File: config.mk
export PLATFORM = sky130hd
export DESIGN_NAME = pulse_spacer
export DESIGN_NICKNAME = d
export VERILOG_FILES = /design/src/rtl/pulse_spacer_pkg.sv /design/src/rtl/pulse_spacer_sat_updown_cnt.sv /design/src/rtl/pulse_spacer.sv
export SDC_FILE = /design/constraint.sdc
export NUM_CORES = 1
export LEC_CHECK = 0
export CORE_MARGIN = 5
export CORE_UTILIZATION = 50
export CTS_BUF_LIST = sky130_fd_sc_hd__clkbuf_4
export CTS_CLUSTER_SIZE = 20
export DETAILED_ROUTE_END_ITERATION = 7
export PLACE_DENSITY = 0.75
export SETUP_SLACK_MARGIN = 0.05
export SLEW_MARGIN = 20
export SYNTH_ARGS = -nofsm -noshare
export SYNTH_HDL_FRONTEND = slang
export SYNTH_SLANG_ARGS = --single-unit
File: constraint.sdc
create_clock -name clk_src -period 3.7 [get_ports clk_src]
set_input_delay 0.555 -clock clk_src [delete_from_list [all_inputs] [get_ports clk_src]]
set_output_delay 0.555 -clock clk_src [all_outputs]
set_load 0.01 [all_outputs]
File: src/rtl/pulse_spacer_pkg.sv
// Shared definitions for the pulse spacer: FSM state encodings and a
// constant-evaluable ceil(log2) helper used to size internal counters.
package pulse_spacer_pkg;

    typedef enum logic [1:0] {
        ST_IDLE = 2'd0,
        ST_FIRE = 2'd1,
        ST_WAIT = 2'd2
    } state_e;

    // Bounded loop so it stays usable in localparam expressions; never returns 0.
    function automatic int clog2(input int value);
        int result;
        result = 1;
        for (int i = 1; i < 31; i++) begin
            if ((1 << i) < value) begin
                result = i + 1;
            end
        end
        return result;
    endfunction

endpackage

File: src/rtl/pulse_spacer_sat_updown_cnt.sv
// Saturating up/down counter holding the number of queued events.
// Simultaneous inc and dec cancel; the count never wraps in either direction.
module sat_updown_cnt #(
    parameter int W = 4
) (
    input  logic         clk_src,
    input  logic         rst_n,
    input  logic         inc,
    input  logic         dec,
    output logic [W-1:0] cnt,
    output logic         full
);

    localparam logic [W-1:0] MAX = {W{1'b1}};
    localparam logic [W-1:0] ONE = W'(1);

    logic [W-1:0] cnt_q, cnt_d;

    always_comb begin
        cnt_d = cnt_q;
        if (inc && !dec && (cnt_q != MAX)) begin
            cnt_d = cnt_q + ONE;
        end else if (dec && !inc && (cnt_q != '0)) begin
            cnt_d = cnt_q - ONE;
        end
    end

    always_ff @(posedge clk_src or negedge rst_n) begin
        if (!rst_n) begin
            cnt_q <= '0;
        end else begin
            cnt_q <= cnt_d;
        end
    end

    assign cnt  = cnt_q;
    assign full = (cnt_q == MAX);

endmodule

File: src/rtl/pulse_spacer.sv
// Queues single-cycle source events and re-issues them as pulses spaced at
// least GAP cycles apart, ahead of a toggle pulse synchronizer.
module pulse_spacer
    import pulse_spacer_pkg::*;
#(
    parameter int GAP   = 4,
    parameter int CNT_W = 4
) (
    input  logic             clk_src,
    input  logic             rst_n,
    input  logic             event_in,
    input  logic             en,
    input  logic             clr_ovf,
    output logic             pulse_out,
    output logic [CNT_W-1:0] pending,
    output logic             busy,
    output logic             overflow
);

    localparam int               GAP_W      = clog2(GAP);
    localparam logic [GAP_W-1:0] GAP_RELOAD = GAP_W'(GAP - 2);
    localparam logic [GAP_W-1:0] GAP_ONE    = GAP_W'(1);

    state_e           state_q, state_d;
    logic [GAP_W-1:0] gap_q, gap_d;
    logic             pulse_q, pulse_d;
    logic             ovf_q, ovf_d;
    logic             can_fire, inc, dec, full;

    // FIRE plus GAP-1 WAIT cycles puts consecutive pulses exactly GAP apart.
    always_comb begin
        state_d  = state_q;
        gap_d    = gap_q;
        can_fire = (pending != '0) && en;
        case (state_q)
            ST_IDLE: begin
                if (can_fire) begin
                    state_d = ST_FIRE;
                end
            end
            ST_FIRE: begin
                state_d = ST_WAIT;
                gap_d   = GAP_RELOAD;
            end
            ST_WAIT: begin
                if (gap_q != '0) begin
                    gap_d = gap_q - GAP_ONE;
                end else if (can_fire) begin
                    state_d = ST_FIRE;
                end else begin
                    state_d = ST_IDLE;
                end
            end
            default: begin
                state_d = ST_IDLE;
            end
        endcase

        // FIRE never follows FIRE, so this marks the transition into FIRE.
        dec     = (state_d == ST_FIRE);
        inc     = event_in && !(full && !dec);
        pulse_d = dec;

        ovf_d = ovf_q;
        if (event_in && full && !dec) begin
            ovf_d = 1'b1;
        end else if (clr_ovf) begin
            ovf_d = 1'b0;
        end
    end

    always_ff @(posedge clk_src or negedge rst_n) begin
        if (!rst_n) begin
            state_q <= ST_IDLE;
            gap_q   <= '0;
            pulse_q <= 1'b0;
            ovf_q   <= 1'b0;
        end else begin
            state_q <= state_d;
            gap_q   <= gap_d;
            pulse_q <= pulse_d;
            ovf_q   <= ovf_d;
        end
    end

    sat_updown_cnt #(
        .W(CNT_W)
    ) u_pending (
        .clk_src (clk_src),
        .rst_n   (rst_n),
        .inc     (inc),
        .dec     (dec),
        .cnt     (pending),
        .full    (full)
    );

    assign pulse_out = pulse_q;
    assign overflow  = ovf_q;
    assign busy      = (state_q != ST_IDLE) || (pending != '0);

endmodule

Yosys cells after proc, flatten, opt, wreduce, memory -nomap -nowiden
Cells that the tools add are included.
{"block": "word_totals", "in_bits": 5, "out_inout_bits": 7, "word_cells": 45, "register_bits": 10}
{"block": "op_classes", "reduce_logical": 21, "mux": 10, "n_eq_ne": 6, "add_sub_neg": 3}
{"op": "$reduce_bool 2->1", "count": 5}
{"op": "$logic_and 1x1->1", "count": 9}
{"op": "$mux 4", "count": 2}
{"op": "$mux 2", "count": 3}
{"op": "$pmux 2 s3", "count": 1}
{"op": "$add 4x1->4 const B", "count": 1}
{"op": "$eq 2x1->1 const B", "count": 2}
{"op": "$eq 4x4->1 const B", "count": 1}
{"op": "$ne 4x4->1 const B", "count": 1}
{"op": "$pmux 2 s2", "count": 1}
{"op": "$reduce_bool 4->1", "count": 1}
{"op": "$sub 4x1->4 const B", "count": 1}
{"op": "$logic_not 1->1", "count": 3}
{"op": "$mux 1", "count": 3}
{"op": "$eq 2x2->1 const B", "count": 1}
{"op": "$logic_not 2->1", "count": 1}
{"op": "$ne 2x2->1 const B", "count": 1}
{"op": "$reduce_and 2->1", "count": 1}
{"op": "$sub 2x1->2 const B", "count": 1}
{"op": "$logic_or 1x1->1", "count": 1}

Longest topological paths before layout
{"block": "depth", "ltp_word": 15, "ltp_mapped": 10}

Modules after synthesis
A second synthesis with hierarchy kept.
{"block": "unflattened", "hier_cells": 50, "area_unflattened_um2": 584.3}
{"mod": "pulse_spacer", "seq_area_each_um2": 150.1, "cells_per_inst": 30, "instances": 1, "area_per_inst_um2": 309.0}
{"mod": "sat_updown_cnt", "seq_area_each_um2": 100.1, "cells_per_inst": 20, "instances": 1, "area_per_inst_um2": 275.3}

Worst setup path before layout
OpenSTA, ideal clock, no wires.
{"block": "synth_timing", "kind": "register to register", "from": "register u_pending.cnt_q[1] (netlist: u_pending.cnt[1])", "to": "register u_pending.cnt_q[3] (netlist: u_pending.cnt[3])", "path_slack_ns": 1.270, "stages_incl_launch_ff": 9, "path_buffers": 0, "required_time_ns": 3.628, "arrival_ns": 2.358, "setup_time_ns": 0.072, "synth_period_minus_slack_ns": 2.430, "path_cell_list": "dfrtp_1 or4_4 a31oi_4 nand2_1 ha_1 a21oi_1 nand2_1 or3b_1 nand4b_1"}
{"block": "synth_via", "elab_chain_len": 14, "word_cells_on_any_way": 23, "classes_between": "add/sub (2); eq/ne (3); mux (6); reduce/logical (12)"}
{"item": "from (decl)", "line": "pulse_spacer_sat_updown_cnt.sv:17", "rtl": "logic [W-1:0] cnt_q, cnt_d;"}
{"item": "from (signal assigned)", "line": "pulse_spacer_sat_updown_cnt.sv:32", "rtl": "cnt_q <= cnt_d;"}
{"item": "$reduce_bool 4->1", "line": "pulse_spacer_sat_updown_cnt.sv:23, pulse_spacer.sv:34"}
{"item": "$logic_and 1x1->1", "line": "pulse_spacer.sv:34", "rtl": "can_fire = (pending != '0) && en;"}
{"item": "$mux 1", "line": "pulse_spacer.sv:48", "rtl": "end else if (can_fire) begin"}
{"item": "$mux 2", "line": "pulse_spacer.sv:46", "rtl": "if (gap_q != '0) begin"}
{"item": "$pmux 2 s3", "line": "pulse_spacer.sv:35", "rtl": "case (state_q)"}
{"item": "$eq 2x1->1", "line": "pulse_spacer.sv:60", "rtl": "dec = (state_d == ST_FIRE);"}
{"item": "$logic_not 1->1", "line": "pulse_spacer_sat_updown_cnt.sv:21, pulse_spacer.sv:61"}
{"item": "$logic_and 1x1->1", "line": "pulse_spacer.sv:61", "rtl": "inc = event_in && !(full && !dec);"}
{"item": "$logic_not 1->1", "line": "pulse_spacer.sv:61"}
{"item": "$logic_and 1x1->1", "line": "pulse_spacer.sv:61"}
{"item": "$logic_not 1->1", "line": "pulse_spacer_sat_updown_cnt.sv:23", "rtl": "end else if (dec && !inc && (cnt_q != '0)) begin"}
{"item": "$logic_and 1x1->1 (2 in a row)", "line": "pulse_spacer_sat_updown_cnt.sv:23"}
{"item": "$reduce_bool 2->1 (no line)"}
Parallel ways exist; a longest one is shown, timed or not. The select of a mux whose other input is x is not followed.
A chain may end at the register's enable or synchronous reset.

Worst setup path in the final report
{"block": "layout_timing", "from": "register u_pending.cnt_q[1] (netlist: u_pending.cnt[1])", "to": "output port busy"}
{"block": "layout_via", "elab_chain_len": 2}
{"item": "$reduce_bool 4->1", "line": "pulse_spacer.sv:99", "rtl": "assign busy = (state_q != ST_IDLE) || (pending != '0);"}
{"item": "$logic_or 1x1->1", "line": "pulse_spacer.sv:99"}
{"item": "to (decl)", "line": "pulse_spacer.sv:16", "rtl": "output logic busy,"}
No other way between the ends.

==> results list <==
- The run finished with clean final reports.
* Fill cell instance count of the final layout: about 110
- DRC errors left: 0
- The via count of the first global-routing pass came to approximately 530.
* Max-capacitance violation count: 0
- The number of pins exceeding their max-slew limit in the final report was 0.
* Post-cts sizing count: 0
- In the synthesized netlist, the number of instances is 60.
* Syn-to-layout area delta: 22.50%
- The number of nets in the synthesized netlist is between 60 and 70.
- Setup violations remaining at the end of the flow were counted as 0.
* Most instantiated flip-flop cell in the synthesis netlist: sky130_fd_sc_hd__dfrtp_1
- Number of warnings printed during yosys synthesis: 0
* Area taken by multi-input logic gates: 380.4 um^2
- Data on the critical path is required at its endpoint by roughly 3.1 ns.
- The die covers 2122 um^2.
- Counting flops with an async set or reset pin after synthesis yields a share of 1.000.
- Total number of vias: approximately 500
* Setup TNS: 0 ns
- The final count of hold timing violations came to 0.
* Die width: around 46 um
* Relative slew slack: 0.6729
- Share of the synthesized area in the top cell type: 0.3846
- Across the VDD grid, the largest voltage drop is between 400 and 500 uV.
* Leading post-synthesis cells by cell area: sky130_fd_sc_hd__dfrtp_1, sky130_fd_sc_hd__mux2i_1, sky130_fd_sc_hd__ha_1
- At the worst endpoint, the arrival time is about 2.2 ns.
- 0 antenna diodes ended up in the layout.
* Post-layout minimum cycle time: roughly 2.7 ns
- At the end of the flow, the number of nets in the layout was 84.
- Tcrit/Tclk final: 0.7300
- Total number of placement rows: 13
- Startpoint class of the critical path: register
- The worst hold path belongs to the class reg -> reg.
- Number of register bits inferred by synthesis: 10
* Initial core utilization: 0.5128
- Summed over all instances, the cell type with the most area after synthesis is sky130_fd_sc_hd__dfrtp_1.
* Routed wire length per instance: around 14 um
- In the layout the commonest cells are sky130_fd_sc_hd__clkdlybuf4s50_1, sky130_fd_sc_hd__dfrtp_1, sky130_fd_sc_hd__inv_1, sky130_fd_sc_hd__mux2i_1.
- Router iterations before antenna repair: 4
- After detailed placement, the design holds a cell count of 85.
- In this run the tool buffered the top-level ports with 11 buffer cells.
* Cell area after synthesis: 650.6 um^2
- EDFF count, synth: 0
- Leading cell type in the layout, fill and taps excluded: sky130_fd_sc_hd__clkdlybuf4s50_1
- Sequential fraction of the synthesis area: 0.3846
- At the end of routability-driven placement, the weighted congestion stood at 0.8019.
- Die span in y: ~46 um
- Global-route wire length before repair: roughly 2300 um
* Top achievable clock speed: around 0.37 GHz
- Area taken by flip-flops and latches: ~250 um^2
* Fraction of layout cells with a size suffix above 1: 0.1370
- Mean post-synth cell area: about 11 um^2
* Clock Root Buffer: sky130_fd_sc_hd__clkbuf_4
- Clock Sinks: 10
- Count of buffers added by post-CTS timing repair for setup: 0
- For this run, the share of the core covered by cells in the final layout is 0.6282.
- STA classifies the critical path endpoint as an output pin.
- Least-Margin Pin Slew: between 0.4 and 0.5 ns
- Count of pins on the block boundary: 12
- Number of nets with antenna violations after routing: 0
* Fin Hold WS: a little over 0.5 ns
- The synthesized netlist contains 33 unique library cells.
- Total track usage: 0.1561
- Total power of the final layout: approximately 710 uW
* Post-cts hold buffer count: 0
- Leakage: approximately 0.00034 uW
- The floorplan step defined a core boundary enclosing about 1300 um^2.
- Between clock sinks in the finished design, the worst skew comes to between 0.003 and 0.004 ns.
- Power density over cell area: between 800 and 900 nW/um^2
- The total overflow left after global routing is 0.
- Largest net degree at the start of global routing: 11
- Clock network latency to the later pin of the worst-skew pair: 0.26 ns
* CP max FO: 8
* Number of buffers created by CTS: 3
- H-tree depth: 1
- Setup repair after global routing left no endpoint under its margin.
- Maximum number of buffers from clock root to sink: 2
- Clock-pin slew was measured on the worst setup and hold paths at about 0.070 ns.
- Once detailed placement completed, the half-perimeter wirelength came to a little under 1000 um.
* Cell Count, Final, Fillers Out: between 80 and 90
- The detailed router finished its first iteration with 7 violations.
- Using the TritonRoute via totals, the vias-per-cell ratio works out to 5.705.
- Summed over all layers, the routed wires come to 1273 um.
* Clock tree from TritonCTS: built
* Class of the most critical setup path: reg -> out
* Antenna violations before repair: 0
[critical path, stage by stage (launching register included)]
cell and delay [ns]:
sky130_fd_sc_hd__dfrtp_1 0.49, sky130_fd_sc_hd__or4_4 0.60, sky130_fd_sc_hd__or3_1 0.31, sky130_fd_sc_hd__clkdlybuf4s50_1 0.48
[cell families (layout without fill, tap and decap cells)]
kind of cell	Yosys count	after routing	share of synthesized area
simple gates	22	22	0.2366
compound gates	13	13	0.1673
flops	10	10	0.3846
mux	5	5	0.07885
buf+inv	5	18	0.03076
fa+ha+maj	4	4	0.08847
xor+xnor	1	1	0.01346
[synthesized netlist by cell type, types with 2 or more instances]
| cell | count |
|---|---|
| sky130_fd_sc_hd__a22o_1 | 3 |
| sky130_fd_sc_hd__inv_1 | 4 |
| sky130_fd_sc_hd__dfrtp_1 | 10 |
| sky130_fd_sc_hd__nor4_2 | 2 |
| sky130_fd_sc_hd__nor3_1 | 2 |
| sky130_fd_sc_hd__ha_1 | 3 |
| sky130_fd_sc_hd__a21oi_1 | 3 |
| sky130_fd_sc_hd__nand2_1 | 3 |
| sky130_fd_sc_hd__mux2i_1 | 4 |
| sky130_fd_sc_hd__nand2b_1 | 2 |
| sky130_fd_sc_hd__nor2_1 | 2 |
[final cells by class]
cell class	count	area share
clock buffers	3	0.02826
repair buffers	11	0.1381
multi-input cells	45	0.4772
flip-flops and latches	10	0.3140
inverters	4	0.01884
well taps	15	0.02355
[path summary, 6_finish.rpt]
kind	cells after the start	start	slack [ns]	endpoint
max	3	u_pending.cnt[1]	1.0	busy
min	1	gap_q[0]	0.51	gap_q[0]
max reg2reg	8	u_pending.cnt[1]	1.13	u_pending.cnt[3]
min reg2reg	1	gap_q[0]	0.51	gap_q[0]
max in group asynchronous	1	rst_n	2.75	u_pending.cnt[2]
min in group asynchronous	1	rst_n	0.62	gap_q[0]
[flip-flops by register name, summed over array words and instances (netlist names)]
| name | cells |
|---|---|
| gap_q | 2 |
| overflow | 1 |
| pulse_out | 1 |
| u_pending.cnt | 4 |
| state_q | 2 |
[report_power, final]
group | internal, uW | switching [uW]
Clock | 37.6 | 37.8
Sequential | 160 | 72.0
Combinational | 214 | 184
[per-stage QoR]
step                instance area (um^2)  worst slack [ns]
finish                             797.0            0.9991
floorplan                          650.6             1.270
global route                       797.0            0.9149
global placement                   774.5            0.9963
CTS                                797.0            0.9875
detailed placement                 774.5            0.9844
[per-layer routing]
layer	up-vias	wire [um]	track usage	share of wire
met1	236	620	0.1966	0.49
met2	7	595	0.2335	0.47
met4	0	23	0.1193	0.018
met5	-	0	0	0
met3	2	33	0.02734	0.026
li1	257	-	-	-
Note: power is estimated with default switching activity, not from simulation.
